`src/rtl/mem_access_unit.sv`:
```
// rtl/mem_access_unit.sv - load/store unit bridging the memory pipeline stage to an external word-wide memory
//
// Purpose: accepts one load or store from the memory stage, checks alignment and
// size legality, issues a single word-aligned request with lane-shifted data and
// byte strobes, waits for read data on loads, extracts and extends the loaded
// value, and aborts any transaction that exceeds TIMEOUT_CYCLES in REQ plus WAIT.
//
// Ports:
//   i_clk, i_reset_n                 clock, asynchronous active-low reset
//   i_req_valid/wr/funct3/addr/wdata memory-stage access request
//   o_stall                          hold earlier pipeline stages
//   o_rd_data, o_rd_valid            extended load result and its one-cycle pulse
//   o_fault, o_timeout               one-cycle pulses: illegal access, aborted access
//   o_mem_valid/wr/addr/wdata/strb   request to external memory
//   i_mem_ready                      memory accepts the request
//   i_mem_rvalid, i_mem_rdata        read data return

module mem_access_unit #(
    parameter int DATA_WIDTH     = 32,
    parameter int ADDR_WIDTH     = 32,
    parameter int TIMEOUT_CYCLES = 255
) (
    input  logic                      i_clk,
    input  logic                      i_reset_n,
    input  logic                      i_req_valid,
    input  logic                      i_req_wr,
    input  logic [2:0]                i_req_funct3,
    input  logic [ADDR_WIDTH-1:0]     i_req_addr,
    input  logic [DATA_WIDTH-1:0]     i_req_wdata,
    output logic                      o_stall,
    output logic [DATA_WIDTH-1:0]     o_rd_data,
    output logic                      o_rd_valid,
    output logic                      o_fault,
    output logic                      o_timeout,
    output logic                      o_mem_valid,
    input  logic                      i_mem_ready,
    output logic                      o_mem_wr,
    output logic [ADDR_WIDTH-1:0]     o_mem_addr,
    output logic [DATA_WIDTH-1:0]     o_mem_wdata,
    output logic [DATA_WIDTH/8-1:0]   o_mem_strb,
    input  logic                      i_mem_rvalid,
    input  logic [DATA_WIDTH-1:0]     i_mem_rdata
);

    localparam int NB = DATA_WIDTH / 8;
    localparam int LW = $clog2(NB);
    localparam logic [15:0] TO_LAST = 16'(TIMEOUT_CYCLES - 1);

    typedef enum logic [1:0] {
        S_IDLE,
        S_REQ,
        S_WAIT,
        S_DONE
    } state_t;

    state_t          r_state;
    logic [2:0]      r_funct3;
    logic [LW-1:0]   r_lane;
    logic [15:0]     r_cnt;

    logic [LW-1:0]         w_lane;
    logic                  w_fault;
    logic [NB-1:0]         w_base_strb;
    logic [NB-1:0]         w_strb;
    logic [DATA_WIDTH-1:0] w_wdata;
    logic [DATA_WIDTH-1:0] w_shift;
    logic [DATA_WIDTH-1:0] w_keep;
    logic                  w_sign_bit;
    logic [DATA_WIDTH-1:0] w_load;
    logic                  w_expire;

    assign w_lane = i_req_addr[LW-1:0];

    // Misalignment and sizes the configured width cannot carry.
    always_comb begin
        w_fault = 1'b0;
        case (i_req_funct3)
            3'b000, 3'b100: w_fault = 1'b0;
            3'b001, 3'b101: w_fault = w_lane[0];
            3'b010:         w_fault = |w_lane[1:0];
            3'b110:         w_fault = (DATA_WIDTH == 32) || (|w_lane[1:0]);
            3'b011:         w_fault = (DATA_WIDTH == 32) || (|w_lane);
            default:        w_fault = 1'b1;
        endcase
    end

    always_comb begin
        w_base_strb = '0;
        case (i_req_funct3[1:0])
            2'b00:   w_base_strb = NB'(8'h01);
            2'b01:   w_base_strb = NB'(8'h03);
            2'b10:   w_base_strb = NB'(8'h0F);
            default: w_base_strb = NB'(8'hFF);
        endcase
    end

    assign w_strb  = i_req_wr ? (w_base_strb << w_lane) : '0;
    assign w_wdata = i_req_wdata << {w_lane, 3'b000};

    // Load extraction: keep the access size, then fill the upper bits with the
    // sign bit for signed sizes. A full-width load has nothing above to fill.
    assign w_shift = i_mem_rdata >> {r_lane, 3'b000};

    always_comb begin
        w_keep     = '1;
        w_sign_bit = 1'b0;
        case (r_funct3[1:0])
            2'b00: begin
                w_keep     = DATA_WIDTH'(8'hFF);
                w_sign_bit = w_shift[7];
            end
            2'b01: begin
                w_keep     = DATA_WIDTH'(16'hFFFF);
                w_sign_bit = w_shift[15];
            end
            2'b10: begin
                w_keep     = DATA_WIDTH'(32'hFFFF_FFFF);
                w_sign_bit = w_shift[31];
            end
            default: begin
                w_keep     = '1;
                w_sign_bit = 1'b0;
            end
        endcase
    end

    assign w_load = (w_shift & w_keep) |
                    ((!r_funct3[2] && w_sign_bit) ? ~w_keep : '0);

    assign w_expire = (r_cnt >= TO_LAST);

    // Stall starts combinationally in the accepting cycle so the pipeline never
    // advances past an accepted access.
    assign o_stall = i_reset_n &&
                     ((r_state == S_REQ) || (r_state == S_WAIT) ||
                      ((r_state == S_IDLE) && i_req_valid && !w_fault));

    always_ff @(posedge i_clk or negedge i_reset_n) begin
        if (!i_reset_n) begin
            r_state     <= S_IDLE;
            r_funct3    <= '0;
            r_lane      <= '0;
            r_cnt       <= '0;
            o_rd_data   <= '0;
            o_rd_valid  <= 1'b0;
            o_fault     <= 1'b0;
            o_timeout   <= 1'b0;
            o_mem_valid <= 1'b0;
            o_mem_wr    <= 1'b0;
            o_mem_addr  <= '0;
            o_mem_wdata <= '0;
            o_mem_strb  <= '0;
        end else begin
            o_rd_valid <= 1'b0;
            o_fault    <= 1'b0;
            o_timeout  <= 1'b0;
            case (r_state)
                S_IDLE: begin
                    if (i_req_valid) begin
                        if (w_fault) begin
                            o_fault <= 1'b1;
                        end else begin
                            r_funct3    <= i_req_funct3;
                            r_lane      <= w_lane;
                            r_cnt       <= '0;
                            o_mem_valid <= 1'b1;
                            o_mem_wr    <= i_req_wr;
                            o_mem_addr  <= {i_req_addr[ADDR_WIDTH-1:LW], {LW{1'b0}}};
                            o_mem_wdata <= w_wdata;
                            o_mem_strb  <= w_strb;
                            r_state     <= S_REQ;
                        end
                    end
                end
                S_REQ: begin
                    r_cnt <= r_cnt + 16'd1;
                    if (i_mem_ready) begin
                        // The memory has taken the request; a load accepted on
                        // the final allowed cycle has no budget left to wait.
                        o_mem_valid <= 1'b0;
                        if (o_mem_wr) begin
                            r_state <= S_DONE;
                        end else if (w_expire) begin
                            o_timeout <= 1'b1;
                            r_state   <= S_DONE;
                        end else begin
                            r_state <= S_WAIT;
                        end
                    end else if (w_expire) begin
                        o_mem_valid <= 1'b0;
                        o_timeout   <= 1'b1;
                        r_state     <= S_DONE;
                    end
                end
                S_WAIT: begin
                    r_cnt <= r_cnt + 16'd1;
                    if (i_mem_rvalid) begin
                        o_rd_data  <= w_load;
                        o_rd_valid <= 1'b1;
                        r_state    <= S_DONE;
                    end else if (w_expire) begin
                        o_timeout <= 1'b1;
                        r_state   <= S_DONE;
                    end
                end
                S_DONE: begin
                    r_state <= S_IDLE;
                end
                default: begin
                    r_state <= S_IDLE;
                end
            endcase
        end
    end

endmodule

```
`config.mk`:
```
export PLATFORM = sky130hd
export DESIGN_NAME = mem_access_unit
export DESIGN_NICKNAME = d
export VERILOG_FILES = /design/src/rtl/mem_access_unit.sv
export SDC_FILE = /design/constraint.sdc
export NUM_CORES = 1
export LEC_CHECK = 0
export ABC_AREA = 1
export CORE_ASPECT_RATIO = 0.5
export CORE_MARGIN = 10
export CORE_UTILIZATION = 55
export CTS_CLUSTER_DIAMETER = 120
export CTS_CLUSTER_SIZE = 20
export DETAILED_ROUTE_END_ITERATION = 12
export DONT_BUFFER_PORTS = 1
export GPL_TIMING_DRIVEN = 0
export PLACE_DENSITY = 0.73
export SLEW_MARGIN = 20
export SYNTH_ARGS = -nofsm -noshare
export SYNTH_HDL_FRONTEND = slang
export SYNTH_SLANG_ARGS = --single-unit
```
`constraint.sdc`:
```
create_clock -name i_clk -period 3.2 [get_ports i_clk]
set_input_delay 0.32 -clock i_clk [delete_from_list [all_inputs] [get_ports i_clk]]
set_output_delay 0.32 -clock i_clk [all_outputs]
set_load 0.005 [all_outputs]
```
==> metrics.md <==
| Metric | Value |
|---|---|
| Total grt overflow | 0 |
| CP max FO | 10 |
| CP max-delay cell | dfrtp_1 |
| Final Cycle Share | between 70 and 80% |
| Status | finished, violations left |
| Total track usage | 23.7% |
| Root Buffer | clkbuf_16 |
| Vias in the first global route | around 5.4k |
| Drt wl/cell | 19.4 um |
| Vias post-DR | between 5k and 6k |
| Worst Tran Pin Value | 0.601 ns |
| DIE HEIGHT | slightly below 100 um |
| Power, Total | between 6 and 7 mW |
| Synth Register Bits | between 100 and 150 |
| Synth Cell Area | approximately 6400 sq um |
| Area delta synth->final | 12.3% |
| Post-synth top area cell | dfrtp_1 |
| Number of CTS-inserted buffers | 17 |
| DR iter-0 viols | between 500 and 600 |
| CP Buf/Inv Count | 4 |
| Worst skew pair latency | ~0.41 ns |
| Die area | approximately 17,000 sq um |
| Routed wire length | 20,000 um |
| Top area cells in the synthesized netlist | dfrtp_1 49%, nand2_1 18%, o21ai_0 5.2%, a21oi_1 4.9%, nor2_1 4.7% |
| Initial DRT Pass Iterations | 5 |
| Switching Power | around 2.7 mW |
| Switching share of power | between 30% and 40% |
| Pleak | approximately 3.6 nW |
| Sum Neg Setup Slack | 0 ns |
| Crit path cell chain | inv_1 -> ha_1 -> nand2_1 -> inv_1 -> nand2_2 -> buf_6 -> buf_2 -> a21boi_0 |
| Post-layout minimum cycle time | 2.48 ns |
| Diode count | 0 |
| R2R cell count | 9 |
| Clock Path Buffers | 2 |
| Final Hold Vio Count | 126 |
| Clock network fraction of total power | between 20 and 30% |
| Hold_ws | -0.399 ns |
| Initial antenna violation count | 0 |
| Most frequent CP cell | inv_1 |
| MaxCap Viol Count | 0 |
| Reg clk slew, reported paths | 0.06 ns |
| RePlAce Congestion | between 0.9 and 1 |
| Placement Setup Slack | approximately 1.1 ns |
| Hold crit path type | input pin to async pin |
| FP Rows | 27 |
| Fraction of layout cells with a size suffix above 1 | approximately 7.7% |
| Critical Path RT | roughly 2.9 ns |
| Comb power frac | between 20% and 30% |
| Share of the synthesized area in the top cell type | 49.5% |
| Max-slew headroom | approximately three fifths |
| Fillers | between 1k and 1.5k |
| Violated checks | hold timing |
| Internal | between 4 and 5 mW |
| Largest net degree at the start of global routing | around 130 |
| PortBufs | 0 |
| Mapped Cells | 848 |
| Synth warn | 0 |
| Crit path DAT | ~2.2 ns |
| Syn Area/Cell | 7.51 sq um |
| Sink Count | between 100 and 150 |
| Starting density of the core | approximately 57% |
| DRC violations left | 0 |
| Sequential share of power | around 43% |
| VDD IR max | between 0.4 and 0.5 mV |
| Die Width | 172 um |
| NumNets Final | ~980 |
| Worst path max stage delay | roughly 0.41 ns |
| RSZ-0062 raised after global routing | no |
| Top Ports | between 200 and 250 |
| Fmax | approximately 400 MHz |
| Detailed Place HPWL | between 10,000 and 15,000 um |
| H-tree depth | 4 |
| Final setup fails | 0 |
| Levels on crit path | 8 |
| Crit Path Category | register to output pin |
| Core area | approximately 11,000 sq um |
| Final Util | between 60% and 70% |
| Antenna Nets Post-Route | 0 |
| Startpoint types | register |
| Critical Path End Type | output pin |
| Post-synth cell types | 35 |
| Setup WS post-layout | a little over 0.7 ns |
| Max-slew violation count | 0 |
| Layout Skew | 0.00850 ns |
| CTS tree | yes |
| First-pass GRT wire length | 30,300 um |
| Vias/cell | around 5.7 |
| PwrDens | 962 nW/um^2 |
| Part of the Yosys area used for sequential elements | 49.5% |
| Crit path max-delay family | buffers and inverters |
-- synthesized netlist by cell type --
| library cell | count |
|---|---|
| nand2_2 | 3 |
| a211oi_1 | 5 |
| o211ai_1 | 7 |
| ha_1 | 6 |
| buf_1 | 1 |
| a21boi_0 | 1 |
| nor2_1 | 79 |
| clkinv_1 | 1 |
| inv_1 | 52 |
| mux2i_1 | 3 |
| nand4_1 | 16 |
| nor3b_1 | 1 |
| nand2_1 | 310 |
| a21o_1 | 1 |
| inv_2 | 2 |
| xor2_1 | 1 |
| o21ai_4 | 1 |
| o21ai_1 | 1 |
| and3_1 | 1 |
| conb_1 | 1 |
| nor3_1 | 5 |
| o21ai_0 | 66 |
| dfrtp_1 | 126 |
| buf_2 | 20 |
| nor2_4 | 1 |
| o21a_1 | 1 |
| a21oi_1 | 62 |
| o22ai_1 | 2 |
| nand3_2 | 1 |
| nand3_1 | 45 |
| buf_4 | 3 |
| clkbuf_2 | 1 |
| buf_6 | 3 |
| or2_2 | 2 |
| clkbuf_1 | 17 |
-- logic make-up (layout without fill, tap and decap cells) --
logic type,after synthesis,count (layout),synth area share (%)
compound gates,147,147,12.4
buf+inv,100,132,6.84
mux,3,3,0.471
flops,126,126,49.5
simple gates,464,464,29.5
xor+xnor,1,1,0.138
fa+ha+maj,6,6,1.18
other cells,1,2,0.0589
-- metal layers --
metal  vias to the layer above  GRT usage (%)  part of all wire [%]
li1                       2775              -                     -
met1                      2742           29.0                    40
met2                       278           36.6                    45
met3                        16           12.2                    14
met4                         0           5.99                  0.95
met5                         -              0                     0
-- power groups by stage --
stage	clock network [mW]	logic, mW	registers [mW]
floorplan	0	1.53	2.72
global placement	0	1.89	2.98
detailed placement	0	1.95	2.99
CTS	1.98	1.96	2.97
global route	2.05	2.27	3.05
finish	1.96	1.97	2.95
-- area by class of cell --
| type | instances | area (sq um) | share of cell area (%) |
|---|---|---|---|
| clock buffer | 19 | 443 | 6.19 |
| multi-input combinational | 623 | 2790 | 39.0 |
| buffer | 45 | 229 | 3.20 |
| sequential | 126 | 3150 | 44.1 |
| inverter | 55 | 206 | 2.89 |
| tap | 145 | 181 | 2.54 |
| clock inverter | 13 | 153 | 2.13 |
-- flip-flops by register name, summed over array words and instances (netlist names) --
signal and count:
r_funct3 3, o_mem_wdata 32, o_rd_valid 1, o_mem_valid 1, r_state 2, r_lane 2
o_mem_addr 30, o_rd_data 32, r_cnt 16, o_fault 1, o_mem_wr 1, o_timeout 1
o_mem_strb 4
-- path summary, 6_finish.rpt --
kind / start / to / slack, ns
min: i_reset_n / o_rd_data[20] / -0.40
min reg2reg: r_funct3[2] / r_funct3[2] / 0.49
min in group i_clk: i_req_addr[7] / o_mem_addr[7] / 0.01
max reg2reg: r_state[0] / o_mem_wdata[15] / 1.19
max in group asynchronous: i_reset_n / o_mem_wdata[23] / 3.43
max: r_state[0] / o_stall / 0.72
-- stage by stage --
stage,std cells,hold slack (ns),area (sq um)
floorplan,849,0.0244,6370
global placement,994,0.0297,6560
detailed placement,994,0.0295,6560
CTS,1026,-0.413,7150
global route,1026,-0.417,7150
finish,1026,-0.399,7150
-- placed cells by master (no fill, tap or decap), types with 3 or more instances in the layout --
cell	n
dfrtp_1	126
nor2_1	79
nand3_1	45
clkbuf_16	17
inv_1	52
buf_4	3
a21oi_1	62
ha_1	6
buf_6	3
mux2i_1	3
nand2_1	310
a211oi_1	5
buf_2	20
inv_6	5
nand2_2	3
nand4_1	16
clkbuf_1	18
o211ai_1	7
o21ai_0	66
nor3_1	5
-- repair_timing --
action | CTS | global route
buffers inserted | 0 | 0
gates resized for setup | 0 | 0
hold endpoints to repair | 126 | 126
Power figures use the tool's default switching activity.
